[src/rtl/wb_pkg.sv]
// Shared constants, source ids and request payload type for the writeback arbiter.
package wb_pkg;

  localparam int unsigned NUM_SRC   = 3;
  localparam int unsigned PREG_W    = 7;
  localparam int unsigned DATA_W    = 32;
  localparam int unsigned ROB_W     = 4;
  localparam int unsigned SRC_IDX_W = 2;

  typedef enum logic [SRC_IDX_W-1:0] {
    SRC_ALU1 = 2'd0,
    SRC_ALU2 = 2'd1,
    SRC_MEM  = 2'd2
  } src_e;

  typedef struct packed {
    logic [PREG_W-1:0] preg;
    logic [DATA_W-1:0] data;
    logic [ROB_W-1:0]  rob;
    logic              wen;
  } wb_req_t;

  // Advance a source index modulo NUM_SRC.
  function automatic logic [SRC_IDX_W-1:0] wrap_inc(input logic [SRC_IDX_W-1:0] idx);
    return (idx == SRC_IDX_W'(NUM_SRC - 1)) ? '0 : idx + SRC_IDX_W'(1);
  endfunction

endpackage

[src/rtl/wb_arbiter_if.sv]
// Execute-stage result handshake plus regfile write / ROB completion bus.
interface wb_arbiter_if;
  import wb_pkg::*;

  logic [NUM_SRC-1:0]        src_valid;
  logic [NUM_SRC-1:0]        src_ready;
  logic [NUM_SRC*PREG_W-1:0] src_preg;
  logic [NUM_SRC*DATA_W-1:0] src_data;
  logic [NUM_SRC*ROB_W-1:0]  src_rob;
  logic [NUM_SRC-1:0]        src_wen;

  logic              wr_en_1;
  logic              wr_en_2;
  logic [PREG_W-1:0] wr_rd_1;
  logic [PREG_W-1:0] wr_rd_2;
  logic [DATA_W-1:0] wr_data_1;
  logic [DATA_W-1:0] wr_data_2;
  logic              cmp_valid_1;
  logic              cmp_valid_2;
  logic [ROB_W-1:0]  cmp_rob_1;
  logic [ROB_W-1:0]  cmp_rob_2;

  // Arbiter side.
  modport slave (
    input  src_valid, src_preg, src_data, src_rob, src_wen,
    output src_ready,
    output wr_en_1, wr_en_2, wr_rd_1, wr_rd_2, wr_data_1, wr_data_2,
    output cmp_valid_1, cmp_valid_2, cmp_rob_1, cmp_rob_2
  );

  // Functional-unit / consumer side.
  modport master (
    output src_valid, src_preg, src_data, src_rob, src_wen,
    input  src_ready,
    input  wr_en_1, wr_en_2, wr_rd_1, wr_rd_2, wr_data_1, wr_data_2,
    input  cmp_valid_1, cmp_valid_2, cmp_rob_1, cmp_rob_2
  );

endinterface

[src/rtl/rr_pick2.sv]
// Combinational round-robin picker: up to two valid sources, scanned from rr_i upward.
module rr_pick2
  import wb_pkg::*;
(
  input  logic [NUM_SRC-1:0]   valid_i,
  input  logic [SRC_IDX_W-1:0] rr_i,
  output logic [NUM_SRC-1:0]   grant_o,
  output logic                 slot1_vld_o,
  output logic [SRC_IDX_W-1:0] slot1_idx_o,
  output logic                 slot2_vld_o,
  output logic [SRC_IDX_W-1:0] slot2_idx_o
);

  logic [SRC_IDX_W-1:0] idx;

  always_comb begin
    grant_o     = '0;
    slot1_vld_o = 1'b0;
    slot1_idx_o = rr_i;
    slot2_vld_o = 1'b0;
    slot2_idx_o = rr_i;
    idx         = rr_i;
    for (int k = 0; k < NUM_SRC; k++) begin
      if (valid_i[idx]) begin
        if (!slot1_vld_o) begin
          slot1_vld_o  = 1'b1;
          slot1_idx_o  = idx;
          grant_o[idx] = 1'b1;
        end else if (!slot2_vld_o) begin
          slot2_vld_o  = 1'b1;
          slot2_idx_o  = idx;
          grant_o[idx] = 1'b1;
        end
      end
      idx = wrap_inc(idx);
    end
  end

endmodule

[src/rtl/wb_arbiter.sv]
// Dual-port writeback arbiter: round-robin grants two of three FU results per cycle.
// Define WB_PERF_EN to add saturating perf_writes / perf_stalls counters.
module wb_arbiter
  import wb_pkg::*;
(
  input  logic        clk,
  input  logic        reset,
  wb_arbiter_if.slave bus
`ifdef WB_PERF_EN
  ,
  output logic [31:0] perf_writes,
  output logic [31:0] perf_stalls
`endif
);

  wb_req_t req [NUM_SRC];

  always_comb begin
    for (int i = 0; i < NUM_SRC; i++) begin
      req[i].preg = bus.src_preg[i*PREG_W +: PREG_W];
      req[i].data = bus.src_data[i*DATA_W +: DATA_W];
      req[i].rob  = bus.src_rob[i*ROB_W +: ROB_W];
      req[i].wen  = bus.src_wen[i];
    end
  end

  logic [SRC_IDX_W-1:0] rr_q, rr_d;
  logic [NUM_SRC-1:0]   grant;
  logic                 s1_vld, s2_vld;
  logic [SRC_IDX_W-1:0] s1_idx, s2_idx;

  rr_pick2 u_pick (
    .valid_i     (bus.src_valid),
    .rr_i        (rr_q),
    .grant_o     (grant),
    .slot1_vld_o (s1_vld),
    .slot1_idx_o (s1_idx),
    .slot2_vld_o (s2_vld),
    .slot2_idx_o (s2_idx)
  );

  assign bus.src_ready = grant;

  logic              wr_en_1_q, wr_en_1_d, wr_en_2_q, wr_en_2_d;
  logic [PREG_W-1:0] wr_rd_1_q, wr_rd_2_q;
  logic [DATA_W-1:0] wr_data_1_q, wr_data_2_q;
  logic              cmp_valid_1_q, cmp_valid_2_q;
  logic [ROB_W-1:0]  cmp_rob_1_q, cmp_rob_2_q;

  always_comb begin
    wr_en_1_d = s1_vld && req[s1_idx].wen && (req[s1_idx].preg != '0);
    // A duplicate preg on slot 2 would race slot 1's write; slot 1 wins.
    wr_en_2_d = s2_vld && req[s2_idx].wen && (req[s2_idx].preg != '0) &&
                !(wr_en_1_d && (req[s2_idx].preg == req[s1_idx].preg));
    rr_d = rr_q;
    if (s1_vld) begin
      rr_d = wrap_inc(s2_vld ? s2_idx : s1_idx);
    end
  end

  always_ff @(posedge clk) begin
    if (reset) begin
      rr_q          <= SRC_ALU1;
      wr_en_1_q     <= 1'b0;
      wr_en_2_q     <= 1'b0;
      wr_rd_1_q     <= '0;
      wr_rd_2_q     <= '0;
      wr_data_1_q   <= '0;
      wr_data_2_q   <= '0;
      cmp_valid_1_q <= 1'b0;
      cmp_valid_2_q <= 1'b0;
      cmp_rob_1_q   <= '0;
      cmp_rob_2_q   <= '0;
    end else begin
      rr_q          <= rr_d;
      wr_en_1_q     <= wr_en_1_d;
      wr_en_2_q     <= wr_en_2_d;
      cmp_valid_1_q <= s1_vld;
      cmp_valid_2_q <= s2_vld;
      if (s1_vld) begin
        wr_rd_1_q   <= req[s1_idx].preg;
        wr_data_1_q <= req[s1_idx].data;
        cmp_rob_1_q <= req[s1_idx].rob;
      end
      if (s2_vld) begin
        wr_rd_2_q   <= req[s2_idx].preg;
        wr_data_2_q <= req[s2_idx].data;
        cmp_rob_2_q <= req[s2_idx].rob;
      end
    end
  end

  assign bus.wr_en_1     = wr_en_1_q;
  assign bus.wr_en_2     = wr_en_2_q;
  assign bus.wr_rd_1     = wr_rd_1_q;
  assign bus.wr_rd_2     = wr_rd_2_q;
  assign bus.wr_data_1   = wr_data_1_q;
  assign bus.wr_data_2   = wr_data_2_q;
  assign bus.cmp_valid_1 = cmp_valid_1_q;
  assign bus.cmp_valid_2 = cmp_valid_2_q;
  assign bus.cmp_rob_1   = cmp_rob_1_q;
  assign bus.cmp_rob_2   = cmp_rob_2_q;

`ifdef WB_PERF_EN
  logic [31:0] perf_writes_q, perf_stalls_q;
  logic [32:0] writes_sum, stalls_sum;
  logic [1:0]  wr_cnt;
  logic        stall;

  always_comb begin
    wr_cnt     = {1'b0, wr_en_1_d} + {1'b0, wr_en_2_d};
    stall      = |(bus.src_valid & ~grant);
    writes_sum = {1'b0, perf_writes_q} + 33'(wr_cnt);
    stalls_sum = {1'b0, perf_stalls_q} + 33'(stall);
  end

  always_ff @(posedge clk) begin
    if (reset) begin
      perf_writes_q <= '0;
      perf_stalls_q <= '0;
    end else begin
      perf_writes_q <= writes_sum[32] ? '1 : writes_sum[31:0];
      perf_stalls_q <= stalls_sum[32] ? '1 : stalls_sum[31:0];
    end
  end

  assign perf_writes = perf_writes_q;
  assign perf_stalls = perf_stalls_q;
`endif

endmodule

[src/flat_wrapper.sv]
// flat-port wrapper written by rule: the top's interface ports become plain ports
module wb_arbiter_flat import wb_pkg::*;
  (clk, reset, bus_src_valid, bus_src_preg, bus_src_data, bus_src_rob, bus_src_wen, bus_src_ready, bus_wr_en_1, bus_wr_en_2, bus_wr_rd_1, bus_wr_rd_2, bus_wr_data_1, bus_wr_data_2, bus_cmp_valid_1, bus_cmp_valid_2, bus_cmp_rob_1, bus_cmp_rob_2);
  wb_arbiter_if bus_i ();
  input  logic clk;
  input  logic reset;
  input wire logic [$bits(bus_i.src_valid)-1:0] bus_src_valid;
  input wire logic [$bits(bus_i.src_preg)-1:0] bus_src_preg;
  input wire logic [$bits(bus_i.src_data)-1:0] bus_src_data;
  input wire logic [$bits(bus_i.src_rob)-1:0] bus_src_rob;
  input wire logic [$bits(bus_i.src_wen)-1:0] bus_src_wen;
  output wire logic [$bits(bus_i.src_ready)-1:0] bus_src_ready;
  output wire logic [$bits(bus_i.wr_en_1)-1:0] bus_wr_en_1;
  output wire logic [$bits(bus_i.wr_en_2)-1:0] bus_wr_en_2;
  output wire logic [$bits(bus_i.wr_rd_1)-1:0] bus_wr_rd_1;
  output wire logic [$bits(bus_i.wr_rd_2)-1:0] bus_wr_rd_2;
  output wire logic [$bits(bus_i.wr_data_1)-1:0] bus_wr_data_1;
  output wire logic [$bits(bus_i.wr_data_2)-1:0] bus_wr_data_2;
  output wire logic [$bits(bus_i.cmp_valid_1)-1:0] bus_cmp_valid_1;
  output wire logic [$bits(bus_i.cmp_valid_2)-1:0] bus_cmp_valid_2;
  output wire logic [$bits(bus_i.cmp_rob_1)-1:0] bus_cmp_rob_1;
  output wire logic [$bits(bus_i.cmp_rob_2)-1:0] bus_cmp_rob_2;
  assign bus_i.src_valid = bus_src_valid;
  assign bus_i.src_preg = bus_src_preg;
  assign bus_i.src_data = bus_src_data;
  assign bus_i.src_rob = bus_src_rob;
  assign bus_i.src_wen = bus_src_wen;
  assign bus_src_ready = bus_i.src_ready;
  assign bus_wr_en_1 = bus_i.wr_en_1;
  assign bus_wr_en_2 = bus_i.wr_en_2;
  assign bus_wr_rd_1 = bus_i.wr_rd_1;
  assign bus_wr_rd_2 = bus_i.wr_rd_2;
  assign bus_wr_data_1 = bus_i.wr_data_1;
  assign bus_wr_data_2 = bus_i.wr_data_2;
  assign bus_cmp_valid_1 = bus_i.cmp_valid_1;
  assign bus_cmp_valid_2 = bus_i.cmp_valid_2;
  assign bus_cmp_rob_1 = bus_i.cmp_rob_1;
  assign bus_cmp_rob_2 = bus_i.cmp_rob_2;
  wb_arbiter u_core (.clk(clk), .reset(reset), .bus(bus_i));
endmodule
[config.mk]
export PLATFORM = sky130hd
export DESIGN_NAME = wb_arbiter_flat
export DESIGN_NICKNAME = d
export VERILOG_FILES = /design/src/rtl/wb_pkg.sv /design/src/rtl/wb_arbiter_if.sv /design/src/rtl/rr_pick2.sv /design/src/rtl/wb_arbiter.sv /design/src/flat_wrapper.sv
export SDC_FILE = /design/constraint.sdc
export NUM_CORES = 1
export LEC_CHECK = 0
export ABC_AREA = 1
export CORE_MARGIN = 2
export CORE_UTILIZATION = 45
export DETAILED_ROUTE_END_ITERATION = 8
export PLACE_DENSITY = 0.82
export SYNTH_ARGS = -nofsm -noshare
export SYNTH_HDL_FRONTEND = slang
export SYNTH_SLANG_ARGS = --single-unit
[constraint.sdc]
create_clock -name clk -period 2.5 [get_ports clk]
set_input_delay 0.5 -clock clk [delete_from_list [all_inputs] [get_ports clk]]
set_output_delay 0.5 -clock clk [all_outputs]
set_load 0.01 [all_outputs]
==> run metrics <==
die area about 14,000 µm²; Clk pin slew, worst setup/hold paths around 0.060 ns; final slew viol count 0; Syn Nets 1,029; DP HPWL about 16,000 µm; largest net degree at the start of global routing between 50 and 60; required time of the critical path 2.75 ns; number of buffers added on ports ~230; Hold Crit Class register to register; FP Rows between 40 and 50; leakage power approximately 4 nW; Final Cycle Share 0.927; antenna violations before repair 0; Setup TNS 0 ns; Vias/cell between 5 and 6; Worst Skew between 0.01 and 0.015 ns; Clock Sink Count 92; power density over cell area ~1900 nW/µm²; Unique masters post-synth 39; WL/cell about 17 µm; fin cells around 1,300; routed wire length 22,200 µm; Placed Area a little under 9000 µm²; DP Cell Count approximately 1,300; Area Overhead vs Synth 56.6%; Antenna Cells 0; FF+latch count, synth a little over 90; filler instances around 1,000; GRT overflow 0; CTS hold repair buffers 0; num ports 230; Final nets roughly 1,300; commonest non-fill, non-tap cell in the layout clkdlybuf4s50_1; critical path arrival between 2 and 3 ns; endpoints failing hold 0; fin crit period 2.32 ns; Total GRT Usage 0.304; Die X ~120 µm; DRC 0; final setup violation count 0; fmax about 430 MHz; Pre-antenna DRT Iters 6; 1st-iter DRT viols approximately 860; sequential fraction of the synthesis area 0.310; combined area of the multi-input logic cells 3460 µm²; CTS root buf clkbuf_16; htree depth 3; Initial Util 0.465; first-pass GRT wire length ~35,000 µm; Post-Synthesis Cells approximately 890; Vias roughly 7,400; layout cell share with drive strength beyond 1 0.142; status finished, final reports clean; final instance area just over 9000 µm²; crit path kind register to register; Util after Layout 0.729; IR drop worst, VDD around 1000 µV; Power Total roughly 18 mW; Worst-Skew Late Latency 0.35 ns; TritonCTS Buffers 9; highest-count cells in the layout ignoring fill and taps 224 x clkdlybuf4s50_1, 204 x nand2_1, 109 x o21ai_0; CTS tree built; number of nets with antenna violations after routing 0; register area approximately 1800 µm²; Max Cap Viol 0; Die Height 119 µm; syn avg cell area about 6.7 µm²; synthesized area 5940 µm²; max_slew headroom 0.689; Worst Max-Slew Pin Slew 0.466 ns; CP Max Fanout 11; Worst setup EP type register; vias in the first global route a little under 7,000; synth warn 0; Startpoint Class register; Longest Clk Path Bufs 2; core area about 13,000 µm²; Placer Congestion 0.950
## metrics by stage
stage / setup WS, ns / hold slack (ns)
after global placement: -0.464 / 0.479
after global routing: -0.0184 / 0.526
after floorplan: 0.445 / 0.534
after CTS: 0.0562 / 0.503
final: 0.183 / 0.501
after detailed placement: -0.529 / 0.481
## worst max-delay path: stages (launching register included)
cell	delay, ns
dfxtp_2	0.33
buf_12	0.14
inv_6	0.11
nand2_2	0.07
nand2_1	0.07
nand2_2	0.07
nand2_4	0.13
nor2_4	0.06
nor2_2	0.12
nand3_1	0.16
nand2_4	0.17
clkbuf_4	0.20
nand2_1	0.06
nand2_1	0.08
nand3_1	0.08
nand2_1	0.06
nand2_1	0.06
nor2_1	0.09
nand3_1	0.07
nand2_1	0.06
inv_1	0.03
## worst paths after layout
check / startpoint / endpoint / slack (ns) / cells past startpoint
worst max register to register: u_core.rr_q[1] / u_core.bus.wr_en_2 / 0.18 / 20
worst min-delay path: u_core.bus.wr_rd_1[6] / u_core.bus.wr_rd_1[6] / 0.50 / 2
worst max-delay path: u_core.rr_q[1] / u_core.bus.wr_en_2 / 0.18 / 20
worst min register to register: u_core.bus.wr_rd_1[6] / u_core.bus.wr_rd_1[6] / 0.50 / 2
## synth_stat cells
master | number | area [µm²]
nand2_1 | 210 | 788
o21ai_0 | 110 | 551
dfxtp_1 | 92 | 1840
nand3_1 | 90 | 450
inv_1 | 85 | 319
a21oi_1 | 55 | 275
o211ai_1 | 43 | 323
a31oi_1 | 36 | 225
clkbuf_1 | 26 | 97.6
buf_2 | 22 | 110
o21ai_1 | 14 | 70.1
nor2_1 | 13 | 48.8
a32oi_1 | 11 | 96.3
buf_6 | 10 | 113
nand2_2 | 9 | 56.3
a22oi_1 | 7 | 52.6
buf_4 | 6 | 45.0
inv_2 | 5 | 18.8
nand2_4 | 5 | 56.3
nor2_4 | 5 | 56.3
a32o_1 | 4 | 40.0
nand3_2 | 4 | 40.0
nor3_1 | 4 | 20.0
clkbuf_2 | 3 | 15.0
clkinv_1 | 3 | 11.3
nor2_2 | 3 | 18.8
inv_4 | 2 | 12.5
nand3_4 | 2 | 35.0
nand4_1 | 2 | 12.5
nor2_8 | 2 | 40.0
a41oi_1 | 1 | 8.76
buf_1 | 1 | 3.75
buf_8 | 1 | 15.0
nand2_8 | 1 | 20.0
nand3b_1 | 1 | 7.51
nand3b_4 | 1 | 20.0
nor3_2 | 1 | 10.0
o21bai_1 | 1 | 7.51
o21bai_2 | 1 | 11.3
## kinds of logic (layout without fill, tap and decap cells)
logic type / count (synthesis) / after routing / synth area share
AO/OA/AOI/OAI: 283 / 283 / 0.279
flip-flops: 92 / 92 / 0.310
AND/OR/NAND/NOR: 353 / 355 / 0.283
buffers and inverters: 164 / 428 / 0.128
## where the power goes
group	internal, mW	switching [mW]
sequential	2.20	0.362
combinational	6.02	7.84
clock	0.782	0.611
total	9.00	8.81
## final cells by class
type | instances | area share
clock inverters | 5 | 0.00645
well taps | 172 | 0.0231
clock buffers | 11 | 0.0250
inverters | 95 | 0.0394
flip-flops and latches | 92 | 0.198
multi-input cells | 638 | 0.371
repair buffers | 317 | 0.336
## state kept, by name (all words and copies together) (netlist names)
name and flops:
u_core.rr_q 2, u_core.bus.wr_rd_2 7, u_core.bus.wr_data_1 32, u_core.bus.wr_en_1 1, u_core.bus.cmp_rob_1 4, u_core.bus.cmp_rob_2 4
u_core.bus.wr_data_2 32, u_core.bus.wr_en_2 1, u_core.bus.cmp_valid_1 1, u_core.bus.wr_rd_1 7, u_core.bus.cmp_valid_2 1
## repair_timing
action	in CTS	in global routing
setup endpoints to repair	30	48
gates cloned	0	2
pin swaps	2	10
gates resized for setup	8	31
setup buffers	2	9
## layer usage
| metal | wire length (µm) | GRT usage | vias to the layer above | share of wire |
|---|---|---|---|---|
| met3 | 1890 | 0.0594 | 53 | 0.085 |
| li1 | - | - | 3601 | - |
| met1 | 9200 | 0.386 | 3332 | 0.41 |
| met2 | 10400 | 0.505 | 387 | 0.47 |
| met4 | 665 | 0.121 | 0 | 0.030 |
| met5 | 0 | 0 | - | 0 |
No activity file was read; power rests on OpenSTA's default activity.
==> edit, RTL diff (same settings) <==
Change the package constant `ROB_W` from 4 to 5.
--- a/src/rtl/wb_pkg.sv
+++ b/src/rtl/wb_pkg.sv
@@ -5,5 +5,5 @@
   localparam int unsigned PREG_W    = 7;
   localparam int unsigned DATA_W    = 32;
-  localparam int unsigned ROB_W     = 4;
+  localparam int unsigned ROB_W     = 5;
   localparam int unsigned SRC_IDX_W = 2;
 
Ports: changed (resized bus_cmp_rob_1, bus_cmp_rob_2 and bus_src_rob); port bits go from 230 to 235. No check against the original RTL was run, so the function may have changed too.
==> edit against the original RTL <==
- clock skew fell by 2.9 ps
- sequential cell count rose by 2
- combinational power fell by 17%
- worst hold slack improved by 4.7 ps
- core utilization rose by 1.4 points
- synthesized cell count rose by 1.3%
- power fell by 12%
- synthesized area fell by 1.1%
- routed wire length rose by 0.45%
- worst setup slack got worse by 47 ps
- cell area rose by 1.1%
- sequential power rose by 4%
- critical path type unchanged
- largest power group unchanged
==> edit: results (changes against the original RTL) <==
metric,value,unit,change
met1 Usage GRT,0.383,,-0.00265
cells after synthesis,904,,+1.3%
Register-to-Register Path Depth,17,,-15%
GRT Util Overall,0.302,,-0.00133
headroom to the max-slew limit,0.762,,+0.0732
met2 Use GR,0.493,,-0.0119
share of the yosys chip area belonging to registers,0.320,,+0.0101
global routing usage on met3,0.0685,,+0.00915
wire length of the first global-routing pass,34500,um,-1.1%
vias in the first global route,6815,,-0.97%
Max IR drop VDD,1.00,mV,-0.42%
share of total power consumed by net switching,0.474,,-0.0208
routed wire length per instance,16.5,um,-1.0%
post-synth cell types,32,,-18%
Port-buffer cells,234,,+2.2%
run status,completed,,
synth top area cells,"sky130_fd_sc_hd__dfxtp_1 (32%), sky130_fd_sc_hd__nand2_1 (14%), sky130_fd_sc_hd__nand3_1 (8.9%), sky130_fd_sc_hd__o21ai_0 (8.4%), sky130_fd_sc_hd__o211ai_1 (5.5%)",,
drt first-iter violations,855,,-1.0%
worst-case clock skew,8.32,ps,-2.91 ps
largest net degree at the start of global routing,60,,+13%
most frequent cells after synthesis,"sky130_fd_sc_hd__nand2_1 (213), sky130_fd_sc_hd__nand3_1 (104), sky130_fd_sc_hd__o21ai_0 (99), sky130_fd_sc_hd__dfxtp_1 (94), sky130_fd_sc_hd__inv_1 (83)",,
global placement routability congestion,0.911,,-4.1%
Post-DP HPWL,15900,um,+2.0%
Post-Place Cells,1326,,+1.9%
number of nets produced by synthesis,1044,,+1.5%
vias,7517,,+2.0%
amount of wire on met2 after detailed routing,10300,um,-1.1%
worst-path maximum fanout,7,,-4
average vias per placed instance,5.57,,+0.44%
Worst Setup Slack post-DPL,-410,ps,+119 ps
cell area after placement,0.00887,sq mm,+0.64%
share of layout cells above drive strength 1,0.141,,-0.00157
edit: cell count changes after synthesis, sizes merged, moves of 2 or more:
| cell | change |
|---|---|
| inv | +4 |
| buf | +2 |
| a32o | +4 |
| o21bai | -2 |
| nand2 | -5 |
| dfxtp | +2 |
| a21oi | -4 |
| nand3 | +13 |
| a32oi | -2 |
edit: path summary, 6_finish.rpt:
kind              slack (ps)                  endpoint             startpoint
setup reg to reg         140  u_core.bus.wr_data_2[19]         u_core.rr_q[0]
setup / recovery         140  u_core.bus.wr_data_2[19]         u_core.rr_q[0]
hold reg to reg          510     u_core.bus.wr_rd_1[3]  u_core.bus.wr_rd_1[3]
hold / removal           510     u_core.bus.wr_rd_1[3]  u_core.bus.wr_rd_1[3]
edit: power groups by stage:
stage | combinational, mW | clock [mW] | sequential (mW)
2_1_floorplan | 5.91 | 0 | 2.93
3_3_place_gp | 10.7 | 0 | 2.64
3_5_place_dp | 10.8 | 0 | 2.65
4_1_cts | 10.9 | 1.43 | 2.64
5_1_grt | 12.5 | 1.50 | 2.73
6_report | 11.5 | 1.42 | 2.66
edit: final cells by class:
cell class | count | area [sq um] | share of cell area
multi-input combinational | 640 | 3390 | 0.360
timing repair buffer | 330 | 3230 | 0.344
sequential | 94 | 1890 | 0.201
inverter | 98 | 378 | 0.0402
clock buffer | 12 | 246 | 0.0262
tap | 172 | 215 | 0.0229
clock inverter | 4 | 55.1 | 0.00585
edit: critical path, stage by stage (launching register included):
cell	delay, ps
sky130_fd_sc_hd__dfxtp_4	380
sky130_fd_sc_hd__nor2_4	150
sky130_fd_sc_hd__nand2_1	110
sky130_fd_sc_hd__inv_2	120
sky130_fd_sc_hd__nor2_8	60
sky130_fd_sc_hd__nand2_2	60
sky130_fd_sc_hd__buf_4	120
sky130_fd_sc_hd__inv_2	50
sky130_fd_sc_hd__nand2_1	50
sky130_fd_sc_hd__nand2_1	50
sky130_fd_sc_hd__nand2_1	100
sky130_fd_sc_hd__nand2_4	130
sky130_fd_sc_hd__buf_4	160
sky130_fd_sc_hd__buf_4	150
sky130_fd_sc_hd__o21ai_0	70
sky130_fd_sc_hd__a21oi_1	50
sky130_fd_sc_hd__a21oi_1	300
sky130_fd_sc_hd__a21oi_1	120
edit: what timing repair did:
action | in CTS | in global routing
endpoints found under the setup margin | 9 | 59
setup buffers | 0 | 6
gates cloned | 0 | 2
gates resized for setup | 9 | 34
pin swaps | 0 | 10
hold endpoints to repair | 0 | 0
edit: cell families after synthesis:
| family | count (synthesis) | synth area share |
|---|---|---|
| AND/OR/NAND/NOR | 357 | 0.271 |
| AO/OA/AOI/OAI | 282 | 0.283 |
| buffers and inverters | 170 | 0.124 |
| flip-flops | 94 | 0.320 |
| multiplexers | 1 | 0.00170 |
